===== config.mk =====
export PLATFORM = sky130hd
export DESIGN_NAME = id_ex_fwd_reg
export DESIGN_NICKNAME = d
export VERILOG_FILES = /design/src/rtl/id_ex_fwd_reg_pkg.sv /design/src/rtl/id_ex_fwd_reg_fwd_sel.sv /design/src/rtl/id_ex_fwd_reg.sv
export SDC_FILE = /design/constraint.sdc
export NUM_CORES = 1
export LEC_CHECK = 0
export ABC_AREA = 1
export CORE_ASPECT_RATIO = 1.25
export CORE_MARGIN = 5
export CORE_UTILIZATION = 42
export CTS_CLUSTER_DIAMETER = 150
export DETAILED_ROUTE_END_ITERATION = 8
export GPL_TIMING_DRIVEN = 0
export PLACE_DENSITY = 0.93
export SYNTH_ARGS = -nofsm -noshare
export SYNTH_HDL_FRONTEND = slang
export SYNTH_SLANG_ARGS = --single-unit

===== constraint.sdc =====
create_clock -name clk -period 2.1 [get_ports clk]
set_input_delay 0.42 -clock clk [delete_from_list [all_inputs] [get_ports clk]]
set_output_delay 0.42 -clock clk [all_outputs]
set_load 0.05 [all_outputs]

===== src/rtl/id_ex_fwd_reg_pkg.sv =====
// -----------------------------------------------------------------------------
// id_ex_fwd_reg_pkg
//
// Shared definitions for the ID/EX pipeline register and its forwarding-select
// logic:
//   - fwd_sel_e    : encoding of the EX-stage 3-input operand mux select
//   - CTRL_W_DEF   : default width of the opaque EX/MEM/WB control bundle
//   - XLEN_DEF     : default data/address width
//   - CTRL_BUBBLE  : value loaded into the control bundle on a bubble
//   - rd_hit()     : "producer rd matches consumer rs and is not x0"
// -----------------------------------------------------------------------------
package id_ex_fwd_reg_pkg;

    localparam int XLEN_DEF   = 32;
    localparam int CTRL_W_DEF = 16;

    // Operand mux select: register-file data, WB-stage result, MEM-stage ALU result.
    typedef enum logic [1:0] {
        FWD_RF  = 2'd0,
        FWD_WB  = 2'd1,
        FWD_MEM = 2'd2
    } fwd_sel_e;

    localparam logic [CTRL_W_DEF-1:0] CTRL_BUBBLE = '0;

    // x0 is hardwired to zero, so a write to it never produces a forwardable value.
    function automatic logic rd_hit(input logic [4:0] rd, input logic [4:0] rs);
        return (rd != 5'd0) && (rd == rs);
    endfunction

endpackage


===== src/rtl/id_ex_fwd_reg_fwd_sel.sv =====
// -----------------------------------------------------------------------------
// fwd_sel_calc
//
// Combinational forwarding-select for one source operand. Evaluated in ID so
// that the select is registered alongside the operand and is ready at the start
// of EX.
//
// Ports:
//   rs_i         source register index read by the ID instruction
//   use_i        ID instruction actually reads rs_i
//   ex_valid_i   EX stage holds a real instruction
//   ex_rf_we_i   EX instruction writes the register file
//   ex_mem_rd_i  EX instruction is a load (its data is not ready in MEM)
//   ex_rd_i      EX destination index
//   mem_rf_we_i  MEM instruction writes the register file
//   mem_rd_i     MEM destination index
//   sel_o        FWD_MEM / FWD_WB / FWD_RF
// -----------------------------------------------------------------------------
module fwd_sel_calc
    import id_ex_fwd_reg_pkg::*;
(
    input  logic [4:0] rs_i,
    input  logic       use_i,
    input  logic       ex_valid_i,
    input  logic       ex_rf_we_i,
    input  logic       ex_mem_rd_i,
    input  logic [4:0] ex_rd_i,
    input  logic       mem_rf_we_i,
    input  logic [4:0] mem_rd_i,
    output logic [1:0] sel_o
);

    logic ex_hit;
    logic mem_hit;

    // Today's EX instruction is in MEM next cycle; a load has no ALU result
    // to forward there, which is exactly the load-use case handled by a bubble.
    assign ex_hit  = use_i && ex_valid_i && ex_rf_we_i && !ex_mem_rd_i
                     && rd_hit(ex_rd_i, rs_i);

    // Today's MEM instruction is in WB next cycle. A same-cycle WB producer is
    // not considered: the register file is write-through.
    assign mem_hit = mem_rf_we_i && rd_hit(mem_rd_i, rs_i);

    // Closest producer wins.
    always_comb begin
        sel_o = FWD_RF;
        if (ex_hit) begin
            sel_o = FWD_MEM;
        end else if (mem_hit) begin
            sel_o = FWD_WB;
        end
    end

endmodule


===== src/rtl/id_ex_fwd_reg.sv =====
// -----------------------------------------------------------------------------
// id_ex_fwd_reg
//
// ID/EX pipeline register of the 5-stage core. Besides registering the decoded
// instruction it pre-computes the EX-stage operand forwarding selects one stage
// early and detects load-use hazards, inserting the bubble itself.
//
// Per-edge priority: flush > stall > load_use_stall > normal load.
//   flush          -> bubble
//   stall          -> hold everything (including selects)
//   load_use_stall -> bubble
//   otherwise      -> capture id_* and computed selects
// A bubble is all-zero, which is also the reset state.
//
// Ports:
//   clk, rstn                         clock, asynchronous active-low reset
//   stall, flush                      global hold, branch/jump redirect
//   id_*                              decoded instruction and operands from ID
//   mem_rd, mem_rf_we                 destination of the MEM-stage instruction
//   ex_*                              registered instruction for EX
//   ex_fwd_a_sel, ex_fwd_b_sel        operand mux selects (fwd_sel_e encoding)
//   load_use_stall                    combinational; IF/ID must hold this cycle
// -----------------------------------------------------------------------------
module id_ex_fwd_reg
    import id_ex_fwd_reg_pkg::*;
#(
    parameter int XLEN   = XLEN_DEF,
    parameter int CTRL_W = CTRL_W_DEF
) (
    input  logic              clk,
    input  logic              rstn,
    input  logic              stall,
    input  logic              flush,
    input  logic              id_valid,
    input  logic [XLEN-1:0]   id_pc,
    input  logic [4:0]        id_rs1,
    input  logic [4:0]        id_rs2,
    input  logic              id_use_rs1,
    input  logic              id_use_rs2,
    input  logic [4:0]        id_rd,
    input  logic              id_rf_we,
    input  logic              id_mem_rd,
    input  logic              id_mem_we,
    input  logic [XLEN-1:0]   id_rs1_data,
    input  logic [XLEN-1:0]   id_rs2_data,
    input  logic [XLEN-1:0]   id_imm,
    input  logic [CTRL_W-1:0] id_ctrl,
    input  logic [4:0]        mem_rd,
    input  logic              mem_rf_we,
    output logic              ex_valid,
    output logic              ex_rf_we,
    output logic              ex_mem_rd,
    output logic              ex_mem_we,
    output logic [XLEN-1:0]   ex_pc,
    output logic [XLEN-1:0]   ex_rs1_data,
    output logic [XLEN-1:0]   ex_rs2_data,
    output logic [XLEN-1:0]   ex_imm,
    output logic [4:0]        ex_rd,
    output logic [CTRL_W-1:0] ex_ctrl,
    output logic [1:0]        ex_fwd_a_sel,
    output logic [1:0]        ex_fwd_b_sel,
    output logic              load_use_stall
);

    // -------------------------------------------------------------------------
    // State
    // -------------------------------------------------------------------------
    logic              ex_valid_q,  ex_valid_d;
    logic              ex_rf_we_q,  ex_rf_we_d;
    logic              ex_mem_rd_q, ex_mem_rd_d;
    logic              ex_mem_we_q, ex_mem_we_d;
    logic [XLEN-1:0]   ex_pc_q,     ex_pc_d;
    logic [XLEN-1:0]   ex_rs1_q,    ex_rs1_d;
    logic [XLEN-1:0]   ex_rs2_q,    ex_rs2_d;
    logic [XLEN-1:0]   ex_imm_q,    ex_imm_d;
    logic [4:0]        ex_rd_q,     ex_rd_d;
    logic [CTRL_W-1:0] ex_ctrl_q,   ex_ctrl_d;
    logic [1:0]        fwd_a_q,     fwd_a_d;
    logic [1:0]        fwd_b_q,     fwd_b_d;

    logic [1:0]        fwd_a_calc;
    logic [1:0]        fwd_b_calc;
    logic              lu_rs1;
    logic              lu_rs2;
    logic              load_use;
    logic              take_bubble;
    logic              take_load;

    // -------------------------------------------------------------------------
    // Forwarding selects for the instruction currently in ID
    // -------------------------------------------------------------------------
    fwd_sel_calc u_fwd_a (
        .rs_i        (id_rs1),
        .use_i       (id_use_rs1),
        .ex_valid_i  (ex_valid_q),
        .ex_rf_we_i  (ex_rf_we_q),
        .ex_mem_rd_i (ex_mem_rd_q),
        .ex_rd_i     (ex_rd_q),
        .mem_rf_we_i (mem_rf_we),
        .mem_rd_i    (mem_rd),
        .sel_o       (fwd_a_calc)
    );

    fwd_sel_calc u_fwd_b (
        .rs_i        (id_rs2),
        .use_i       (id_use_rs2),
        .ex_valid_i  (ex_valid_q),
        .ex_rf_we_i  (ex_rf_we_q),
        .ex_mem_rd_i (ex_mem_rd_q),
        .ex_rd_i     (ex_rd_q),
        .mem_rf_we_i (mem_rf_we),
        .mem_rd_i    (mem_rd),
        .sel_o       (fwd_b_calc)
    );

    // -------------------------------------------------------------------------
    // Load-use hazard: a load in EX whose result the ID instruction needs.
    // Deliberately not gated by stall/flush; upstream applies the same priority.
    // -------------------------------------------------------------------------
    assign lu_rs1   = id_use_rs1 && rd_hit(ex_rd_q, id_rs1);
    assign lu_rs2   = id_use_rs2 && rd_hit(ex_rd_q, id_rs2);
    assign load_use = id_valid && ex_valid_q && ex_mem_rd_q && (lu_rs1 || lu_rs2);

    assign take_bubble = flush || (!stall && load_use);
    assign take_load   = !flush && !stall && !load_use;

    // -------------------------------------------------------------------------
    // Next state
    // -------------------------------------------------------------------------
    always_comb begin
        ex_valid_d  = ex_valid_q;
        ex_rf_we_d  = ex_rf_we_q;
        ex_mem_rd_d = ex_mem_rd_q;
        ex_mem_we_d = ex_mem_we_q;
        ex_pc_d     = ex_pc_q;
        ex_rs1_d    = ex_rs1_q;
        ex_rs2_d    = ex_rs2_q;
        ex_imm_d    = ex_imm_q;
        ex_rd_d     = ex_rd_q;
        ex_ctrl_d   = ex_ctrl_q;
        fwd_a_d     = fwd_a_q;
        fwd_b_d     = fwd_b_q;

        if (take_bubble) begin
            ex_valid_d  = 1'b0;
            ex_rf_we_d  = 1'b0;
            ex_mem_rd_d = 1'b0;
            ex_mem_we_d = 1'b0;
            ex_pc_d     = '0;
            ex_rs1_d    = '0;
            ex_rs2_d    = '0;
            ex_imm_d    = '0;
            ex_rd_d     = 5'd0;
            ex_ctrl_d   = CTRL_W'(CTRL_BUBBLE);
            fwd_a_d     = FWD_RF;
            fwd_b_d     = FWD_RF;
        end else if (take_load) begin
            // An invalid ID slot enters EX as a bubble: every side effect and
            // the destination are masked, the selects are still captured.
            ex_valid_d  = id_valid;
            ex_rf_we_d  = id_valid && id_rf_we;
            ex_mem_rd_d = id_valid && id_mem_rd;
            ex_mem_we_d = id_valid && id_mem_we;
            ex_rd_d     = id_valid ? id_rd : 5'd0;
            ex_pc_d     = id_pc;
            ex_rs1_d    = id_rs1_data;
            ex_rs2_d    = id_rs2_data;
            ex_imm_d    = id_imm;
            ex_ctrl_d   = id_ctrl;
            fwd_a_d     = fwd_a_calc;
            fwd_b_d     = fwd_b_calc;
        end
    end

    // -------------------------------------------------------------------------
    // Registers (reset clears immediately, regardless of stall)
    // -------------------------------------------------------------------------
    always_ff @(posedge clk or negedge rstn) begin
        if (!rstn) begin
            ex_valid_q  <= 1'b0;
            ex_rf_we_q  <= 1'b0;
            ex_mem_rd_q <= 1'b0;
            ex_mem_we_q <= 1'b0;
            ex_pc_q     <= '0;
            ex_rs1_q    <= '0;
            ex_rs2_q    <= '0;
            ex_imm_q    <= '0;
            ex_rd_q     <= 5'd0;
            ex_ctrl_q   <= '0;
            fwd_a_q     <= FWD_RF;
            fwd_b_q     <= FWD_RF;
        end else begin
            ex_valid_q  <= ex_valid_d;
            ex_rf_we_q  <= ex_rf_we_d;
            ex_mem_rd_q <= ex_mem_rd_d;
            ex_mem_we_q <= ex_mem_we_d;
            ex_pc_q     <= ex_pc_d;
            ex_rs1_q    <= ex_rs1_d;
            ex_rs2_q    <= ex_rs2_d;
            ex_imm_q    <= ex_imm_d;
            ex_rd_q     <= ex_rd_d;
            ex_ctrl_q   <= ex_ctrl_d;
            fwd_a_q     <= fwd_a_d;
            fwd_b_q     <= fwd_b_d;
        end
    end

    assign ex_valid       = ex_valid_q;
    assign ex_rf_we       = ex_rf_we_q;
    assign ex_mem_rd      = ex_mem_rd_q;
    assign ex_mem_we      = ex_mem_we_q;
    assign ex_pc          = ex_pc_q;
    assign ex_rs1_data    = ex_rs1_q;
    assign ex_rs2_data    = ex_rs2_q;
    assign ex_imm         = ex_imm_q;
    assign ex_rd          = ex_rd_q;
    assign ex_ctrl        = ex_ctrl_q;
    assign ex_fwd_a_sel   = fwd_a_q;
    assign ex_fwd_b_sel   = fwd_b_q;
    assign load_use_stall = load_use;

endmodule


==> results.json, run 1 <==
{
  "path_cells": "or2_4 > nor2_4 > nor2_4 > nand2_2 > nand2_2 > nand2_4 > inv_2 > buf_8",
  "dp_slack_ns": -0.933,
  "viasPerCell": 4.91,
  "numCtsBuffers": 17,
  "die_h_um": 158,
  "ir_drop_v": 0.000560,
  "route.detailed.drc": 0,
  "crit_arrival_ns": 1.74,
  "ant_nets": 0,
  "hold_viol": 0,
  "wl_per_cell_um": 17.5,
  "p_leak_uw": 0.00533,
  "postPlaceCellArea_um2": 10900,
  "syn_area_per_cell_um2": 9.18,
  "htreeDepth": 4,
  "timing.hold.worst.class": "in2reg",
  "drv_slew": 0,
  "fin_crit_ns": 2.16,
  "dp_hpwl_mm": 18.5,
  "crit_path_end_kind": "primary output",
  "worst_slack_ns": -0.0588,
  "grt_overflow": 0,
  "power_density_nw_per_um2": 712,
  "grt_pass1_vias": 7120,
  "die_area_um2": 20200,
  "synth_fp_nets": 972,
  "core_area_um2": 17300,
  "p_switching_uw": 2560,
  "ios": 333,
  "drtIter0Drc": 350,
  "gp_congestion": 0.908,
  "area_growth_pct": 59.4,
  "cts_buffer_depth": 2,
  "numClockSinks": 157,
  "slowest_delay_ns": 0.45,
  "violations": "setup timing",
  "r2r-end": "ex_pc[5]",
  "skew_ns": 0.0166,
  "num_vias": 6814,
  "cts_tree": "done",
  "reg2reg_depth": 12,
  "crit_required_ns": 1.68,
  "synthCells": 797,
  "p_clk_frac": 0.369,
  "start_util": 0.423,
  "period_share": 1.03,
  "crit_type": "reg2out",
  "rsz0062_at_grt": "true",
  "grt_usage": 0.237,
  "fin_area_um2": 11700,
  "utilization": 0.674,
  "r2r_slack_ns": 0.09,
  "grt_max_degree": 92,
  "internal_power_uw": 5740,
  "combPwrFrac": 0.235,
  "crit_fanout": 6,
  "tightest_slew_ns": 0.699,
  "antenna_found_initial": 0,
  "p_seq_frac": 0.396,
  "finalNetCount": 1329,
  "critPathLaunchType": "flop",
  "slowest_stage": "dfrtp_2",
  "yosysWarnings": 0,
  "ys_seq_elements": 157,
  "layout_common_cells": "355 x nand2_1, 312 x clkdlybuf4s50_1, 152 x dfrtp_1",
  "outcome": "complete, but fails checks",
  "clk_pin_slew_worst_paths_ns": 0.06,
  "fp-row-count": 54,
  "max_cap_violations": 0,
  "setup_viol": 1,
  "max_freq_mhz": 463,
  "drive_gt1_frac": 0.192,
  "r2r-start": "ex_rd[3]",
  "final_common_cell": "nand2_1",
  "first_pass_iters": 5,
  "tns_ns": -0.0588,
  "setup.worst_path.start": "ex_rd[3]",
  "ys_types": 23,
  "fp.dieW_um": 128,
  "syn_area_um2": 7310,
  "swShare": 0.308,
  "finalPower_uw": 8300,
  "grt_pass1_wl_mm": 37.3,
  "yosysSeqAreaShare": 0.537,
  "critPathCapture": "load_use_stall",
  "port_buffers": 331,
  "routed_wl_mm": 24.3,
  "clk_latency_ns": 0.42,
  "antenna_cells": 0,
  "cts_root_buf": "clkbuf_16",
  "slew_headroom": 0.534
}
registers in the layout (all words and copies together), names as in the netlist:
name and flops:
ex_pc 32, ex_mem_we 1, ex_imm 32, ex_rf_we 1, ex_mem_rd 1, ex_rs1_data 32
ex_fwd_a_sel 2, ex_valid 1, ex_rs2_data 32, ex_fwd_b_sel 2, ex_ctrl 16, ex_rd 5
stage by stage:
stage	std cells	hold slack, ns
after detailed placement	1353	0.404
after CTS	1385	0.458
after floorplan	797	0.124
final	1389	0.462
after global placement	1352	0.463
after global routing	1389	0.497
worst max-delay path: cells and delay by family (launching register included):
family | cells | cell delay (ns)
AND/OR/NAND/NOR | 6 | 0.69
flip-flops | 1 | 0.45
buffers and inverters | 2 | 0.18
how the worst min path moves through the flow:
stage	startpoint	to	cells past startpoint
floorplan	rstn	ex_ctrl[0]	0
global placement	ex_rs1_data[30]	ex_rs1_data[30]	2
detailed placement	rstn	ex_pc[13]	1
CTS	id_valid	ex_valid	3
global route	ex_rs1_data[4]	ex_rs1_data[4]	2
finish	id_valid	ex_valid	3
power by group through the flow:
stage / Combinational (uW) / Sequential, uW / Clock, uW
after detailed placement: 1940 / 3340 / 0
final: 1950 / 3290 / 3060
after global routing: 2060 / 3310 / 3250
after global placement: 1910 / 3330 / 0
after CTS: 1950 / 3290 / 3110
after floorplan: 473 / 3910 / 0
metal layers:
layer	GRT usage	routed length, um
met3	0.0686	1930
met4	0.0971	810
met2	0.422	12600
met1	0.266	8970
met5	0	0
timing repair:
item                                    in CTS  in global routing
setup buffers                                2                  5
cloned                                       0                  0
hold buffers                                 1                  0
endpoints found under the setup margin     105                 17
resized for setup                           23                 25
pin swaps                                    5                  9
hold endpoints to repair                    66                  0
final cells by class:
cell class	instances	area (um2)
Multi-Input combinational cell	558	2970
Inverter	30	113
Clock inverter	12	135
Timing Repair Buffer	340	3430
Tap cell	224	280
Fill cell	1313	5630
Sequential cell	157	3940
Buffer	50	369
Clock buffer	18	439
kinds of logic (layout without fill, tap and decap cells):
family | after synthesis | count (layout) | share of synthesized area
AND/OR/NAND/NOR | 398 | 398 | 0.213
XOR/XNOR | 5 | 5 | 0.00599
flip-flops | 157 | 157 | 0.537
buffers and inverters | 82 | 450 | 0.0652
AO/OA/AOI/OAI | 155 | 155 | 0.178
cell usage after synthesis (all sizes together):
cell type / number / area share
a21boi: 1 / 0.0010
a21oi: 1 / 0.00068
and3: 1 / 0.00086
buf: 20 / 0.033
clkbuf: 32 / 0.016
dfrtp: 157 / 0.54
inv: 30 / 0.015
nand2: 361 / 0.19
nand3: 8 / 0.0055
nand3b: 2 / 0.0021
nand4: 12 / 0.010
nor2: 13 / 0.0074
o21ai: 153 / 0.18
or2: 1 / 0.00086
xnor2: 5 / 0.0060
No activity file was read; power rests on OpenSTA's default activity.
==> inputs of run 2 (changes only) <==
- GPL_TIMING_DRIVEN: 0 -> not set
==> run 2 against run 1 <==
Against the previous run: the flow still finishes with violations (setup timing); worst setup slack worse by 0.0074 ns; sequential cell count did not move; clock power is 5% higher; combinational power about the same; die area did not move; wire length shrank 6.8%; sequential share of layout area increased by 0.083 points; critical path type unchanged; critical endpoint unchanged; largest cell class unchanged.
==> results.json, run 2 (synthesis gave the netlist of run 1 again) <==
{
  "utilization": 0.673,
  "crit_type": "reg2out",
  "start_util": 0.423,
  "cts_tree": "done",
  "tightest_slew_ns": 0.572,
  "timing.hold.worst.class": "in2async",
  "critPathLaunchType": "flop",
  "skew_ns": 0.0102,
  "die_h_um": 158,
  "finalNetCount": 1312,
  "r2r-end": "ex_imm[15]",
  "antenna_found_initial": 0,
  "grt_pass1_vias": 6931,
  "power_density_nw_per_um2": 723,
  "grt_usage": 0.225,
  "ant_nets": 0,
  "n_fill_cell": 1313,
  "worst-path-buf-inv": 2,
  "core_area_um2": 17300,
  "clk_pin_slew_worst_paths_ns": 0.07,
  "max_freq_mhz": 462,
  "worst_slack_ns": -0.0662,
  "antenna_cells": 0,
  "die_area_um2": 20200,
  "grt_max_degree": 59,
  "r2r_slack_ns": 0.09,
  "cts_root_buf": "clkbuf_16",
  "gp_congestion": 0.875,
  "slowest_delay_ns": 0.44,
  "ir_drop_v": 0.000449,
  "crit_arrival_ns": 1.75,
  "crit_required_ns": 1.68,
  "num_vias": 6706,
  "slew_headroom": 0.618,
  "multi_input_area_um2": 2940,
  "rsz0062_at_grt": "true",
  "drtIter0Drc": 356,
  "outcome": "complete, but fails checks",
  "viasPerCell": 4.88,
  "grt_pass1_wl_mm": 36.0,
  "route.detailed.drc": 0,
  "routed_wl_mm": 22.6,
  "hold_viol": 0,
  "setup_viol": 1,
  "drive_gt1_frac": 0.204,
  "ios": 333,
  "fp.dieW_um": 128,
  "seqCellArea_um2": 3940,
  "crit_path_end_kind": "primary output",
  "numClockSinks": 157,
  "holdWs_ns": 0.473,
  "tns_ns": -0.0662,
  "port_buffers": 332,
  "cts_buffer_depth": 2,
  "p_leak_uw": 0.00531,
  "fp-row-count": 54,
  "dp_hpwl_mm": 16.9,
  "layout_common_cells": "357 x nand2_1, 315 x clkdlybuf4s50_1, 152 x dfrtp_1",
  "crit_top_cell": "nor2_2",
  "numCtsBuffers": 17,
  "max_cap_violations": 0,
  "crit_family": "simple AND/OR/NAND/NOR gates",
  "htreeDepth": 4,
  "area_growth_pct": 59.0,
  "first_pass_iters": 5,
  "r2r-start": "ex_rd[2]",
  "clk_latency_ns": 0.42,
  "drv_slew": 0,
  "fin_crit_ns": 2.17,
  "final_common_cell": "nand2_1",
  "grt_overflow": 0,
  "slowest_stage": "dfrtp_2",
  "period_share": 1.03,
  "reg2reg_depth": 11,
  "violations": "setup timing",
  "wl_per_cell_um": 16.5,
  "path_cells": "or2_1 > nor2_2 > nor2_2 > nand2_1 > nand2_2 > nand2_4 > inv_2 > buf_12",
  "crit_fanout": 5
}
-- run 2: what timing repair did --
action,CTS,global route
hold endpoints to repair,35,0
setup endpoints to repair,6,4
setup buffers,6,2
hold buffers,1,0
pin swaps,8,6
gates resized for setup,12,5
-- run 2: how the worst max path moves through the flow --
stage          startpoint             end  slack, ns  depth (start not counted)
3_3_place_gp    id_rs2[0]  load_use_stall      -0.13                         10
6_report         ex_rd[2]  load_use_stall      -0.07                          8
3_5_place_dp    id_rs2[0]  load_use_stall      -0.16                         10
5_1_grt          ex_rd[2]  load_use_stall      -0.12                          8
4_1_cts          ex_rd[3]  load_use_stall      -0.04                          8
2_1_floorplan    ex_rd[1]  load_use_stall       0.08                          9
-- run 2: stage by stage --
stage / std cells / total power (uW) / setup WS (ns) / instance area [um2]
6_report: 1374 / 8410 / -0.0662 / 11600
5_1_grt: 1374 / 8760 / -0.121 / 11600
4_1_cts: 1372 / 8510 / -0.0388 / 11600
3_5_place_dp: 1333 / 5270 / -0.160 / 10900
3_3_place_gp: 1333 / 5240 / -0.128 / 10900
2_1_floorplan: 797 / 4380 / 0.0780 / 7320
-- run 2: cell type report --
type                            count  area share
Clock inverter                     13      0.0155
Timing Repair Buffer              373       0.323
Clock buffer                       19      0.0372
Sequential cell                   157       0.338
Inverter                           30      0.0101
Tap cell                          224      0.0241
Multi-Input combinational cell    558       0.252
-- run 2: report_power, final --
| group | internal [uW] | switching [uW] |
|---|---|---|
| registers | 3190 | 97.1 |
| clock network | 1910 | 1300 |
| logic | 770 | 1150 |
| total | 5860 | 2550 |
-- run 2: metal layers --
layer | track usage | wire [um] | up-vias
met5 | 0 | 0 | -
met4 | 0.0976 | 884 | 0
met3 | 0.0713 | 1850 | 61
met2 | 0.388 | 11700 | 282
met1 | 0.258 | 8170 | 3146
li1 | - | - | 3217
==> inputs of run 3 (changes only) <==
- ABC_AREA: 1 -> 0
- CORE_UTILIZATION: 42 -> 39
- PLACE_DENSITY: 0.93 -> 0.92
==> run 3 against run 2 <==
Against the previous run: the flow still finishes with violations (setup timing); clock power about the same; sequential cell count unchanged; register-to-register slack got worse by 0.46 ns; count of clock-buffer cells in the layout rose by 1; critical path depth shrank 3; via count down 16%; cell count shrank 28%; first-iteration DRC count up 17%; power decreased by 1.8%; synthesized cell count decreased by 48%.
==> results.json, run 3 <==
{
  "postPlaceCellArea_um2": 9780,
  "synth_area_leaders": "dfrtp_1 64%, a32o_1 24%, buf_6 2.2%",
  "syn_area_um2": 6150,
  "syn_area_per_cell_um2": 14.8,
  "outcome": "complete, but fails checks",
  "tightest_slew_ns": 0.576,
  "rsz0062_at_grt": "true",
  "port_buffers": 332,
  "timing.hold.worst.class": "in2async",
  "hold_viol": 0,
  "slowest_delay_ns": 0.55,
  "synthTopCellsByCount": "157 x dfrtp_1, 146 x a32o_1, 33 x clkbuf_1",
  "ios": 333,
  "grt_pass1_vias": 5785,
  "finalNetCount": 945,
  "worst-path-buf-inv": 2,
  "grt_overflow": 0,
  "synth.most_common_cell": "dfrtp_1",
  "path_cells": "or4_4 > o21a_1 > o2111ai_4 > clkinvlp_4 > buf_12",
  "crit_family": "simple AND/OR/NAND/NOR gates",
  "clk_latency_ns": 0.41,
  "drv_slew": 0,
  "numClockSinks": 157,
  "slowest_stage": "or4_4",
  "gp_congestion": 0.805,
  "yosysTopAreaCellShare": 0.639,
  "crit_required_ns": 1.68,
  "dp_hpwl_mm": 15.0,
  "fp.dieW_um": 122,
  "async_flop_share": 1.00,
  "layout_common_cells": "316 x clkdlybuf4s50_1, 153 x dfrtp_1, 145 x a32o_1",
  "tns_ns": -52.94,
  "cts_root_buf": "clkbuf_16",
  "grt_max_degree": 83,
  "crit_type": "reg2out",
  "fin_crit_ns": 2.50,
  "cts_buffer_depth": 2,
  "start_util": 0.395,
  "numCtsBuffers": 17,
  "max_freq_mhz": 399,
  "ys_types": 26,
  "yosysWarnings": 0,
  "die_h_um": 150,
  "critPathLaunchType": "flop",
  "antenna_cells": 0,
  "synth_fp_nets": 590,
  "synth_edf_count": 0,
  "r2r_slack_ns": -0.37,
  "yosysSeqAreaShare": 0.639,
  "violations": "setup timing",
  "htreeDepth": 4,
  "max_cap_violations": 0,
  "yosysTopAreaCell": "dfrtp_1",
  "synthCells": 415,
  "slew_headroom": 0.615,
  "yosys_most_used_dff": "dfrtp_1",
  "drive_gt1_frac": 0.132,
  "clk_pin_slew_worst_paths_ns": 0.07,
  "p_leak_uw": 0.00465,
  "num_vias": 5655,
  "route.detailed.drc": 0,
  "crit_fanout": 4,
  "cts_tree": "done",
  "fin_area_um2": 10900,
  "ys_seq_elements": 157,
  "worst_slack_ns": -0.403,
  "grt_pass1_wl_mm": 31.7,
  "setup_viol": 156,
  "core_area_um2": 15600,
  "area_growth_pct": 77.2,
  "crit_path_end_kind": "primary output",
  "ant_nets": 0,
  "grt_usage": 0.223,
  "first_pass_iters": 5,
  "antenna_found_initial": 0,
  "ir_drop_v": 0.000701,
  "skew_ns": 0.0111,
  "final_common_cell": "clkdlybuf4s50_1",
  "routed_wl_mm": 24.0,
  "crit_arrival_ns": 2.08,
  "viasPerCell": 5.69,
  "fp-row-count": 51,
  "power_density_nw_per_um2": 758,
  "wl_per_cell_um": 24.1,
  "period_share": 1.19,
  "die_area_um2": 18400,
  "drtIter0Drc": 415
}
-- run 3: final timing paths --
kind / from / endpoint / cells past startpoint
worst max-delay path: ex_rd[4] / load_use_stall / 5
max in group asynchronous: rstn / ex_pc[7] / 3
worst min register to register: ex_fwd_b_sel[0] / ex_fwd_b_sel[0] / 1
min in group clk: ex_fwd_b_sel[0] / ex_fwd_b_sel[0] / 1
worst min-delay path: rstn / ex_ctrl[6] / 2
worst max register to register: ex_rd[4] / ex_rs1_data[7] / 10
-- run 3: stage by stage --
step / hold slack (ns) / instances / total power, uW / utilization / setup slack [ns]
floorplan: 0.124 / 415 / 4180 / - / -0.180
global placement: 0.348 / 936 / 5020 / 0.628 / -0.332
detailed placement: 0.347 / 936 / 5060 / 0.628 / -0.397
CTS: 0.476 / 972 / 8300 / 0.670 / -0.342
global route: 0.500 / 994 / 8520 / 0.700 / -0.449
finish: 0.478 / 994 / 8260 / 0.700 / -0.403
-- run 3: logic make-up after synthesis --
family,share of synthesized area
XOR/XNOR,0.0285
buffers and inverters,0.0484
flip-flops,0.639
AND/OR/NAND/NOR,0.0266
AO/OA/AOI/OAI,0.258
-- run 3: cell type report --
class | count | area (um2)
multi-input combinational | 207 | 1970
clock inverter | 11 | 169
clock buffer | 20 | 447
sequential | 157 | 3930
timing repair buffer | 386 | 4100
tap | 212 | 265
fill | 1075 | 4670
inverter | 1 | 7.51
-- run 3: timing repair --
action,in CTS,in global routing
resized for setup,4,28
setup buffers,4,7
hold buffers,1,0
cloned,0,16
hold endpoints to repair,30,0
pin swaps,1,7
setup endpoints to repair,4,151
-- run 3: layer usage --
layer,global-route usage,share of wire,up-vias
li1,-,-,2428
met3,0.0782,0.082,54
met5,0,0,-
met2,0.378,0.52,288
met4,0.0874,0.034,0
met1,0.259,0.37,2885
-- run 3: report_power, final --
part / leakage [uW] / internal (uW) / switching [uW]
sequential: 0.00209 / 3190 / 99.6
combinational: 0.00226 / 750 / 986
clock: 0.000300 / 2020 / 1220
total: 0.00465 / 5950 / 2310
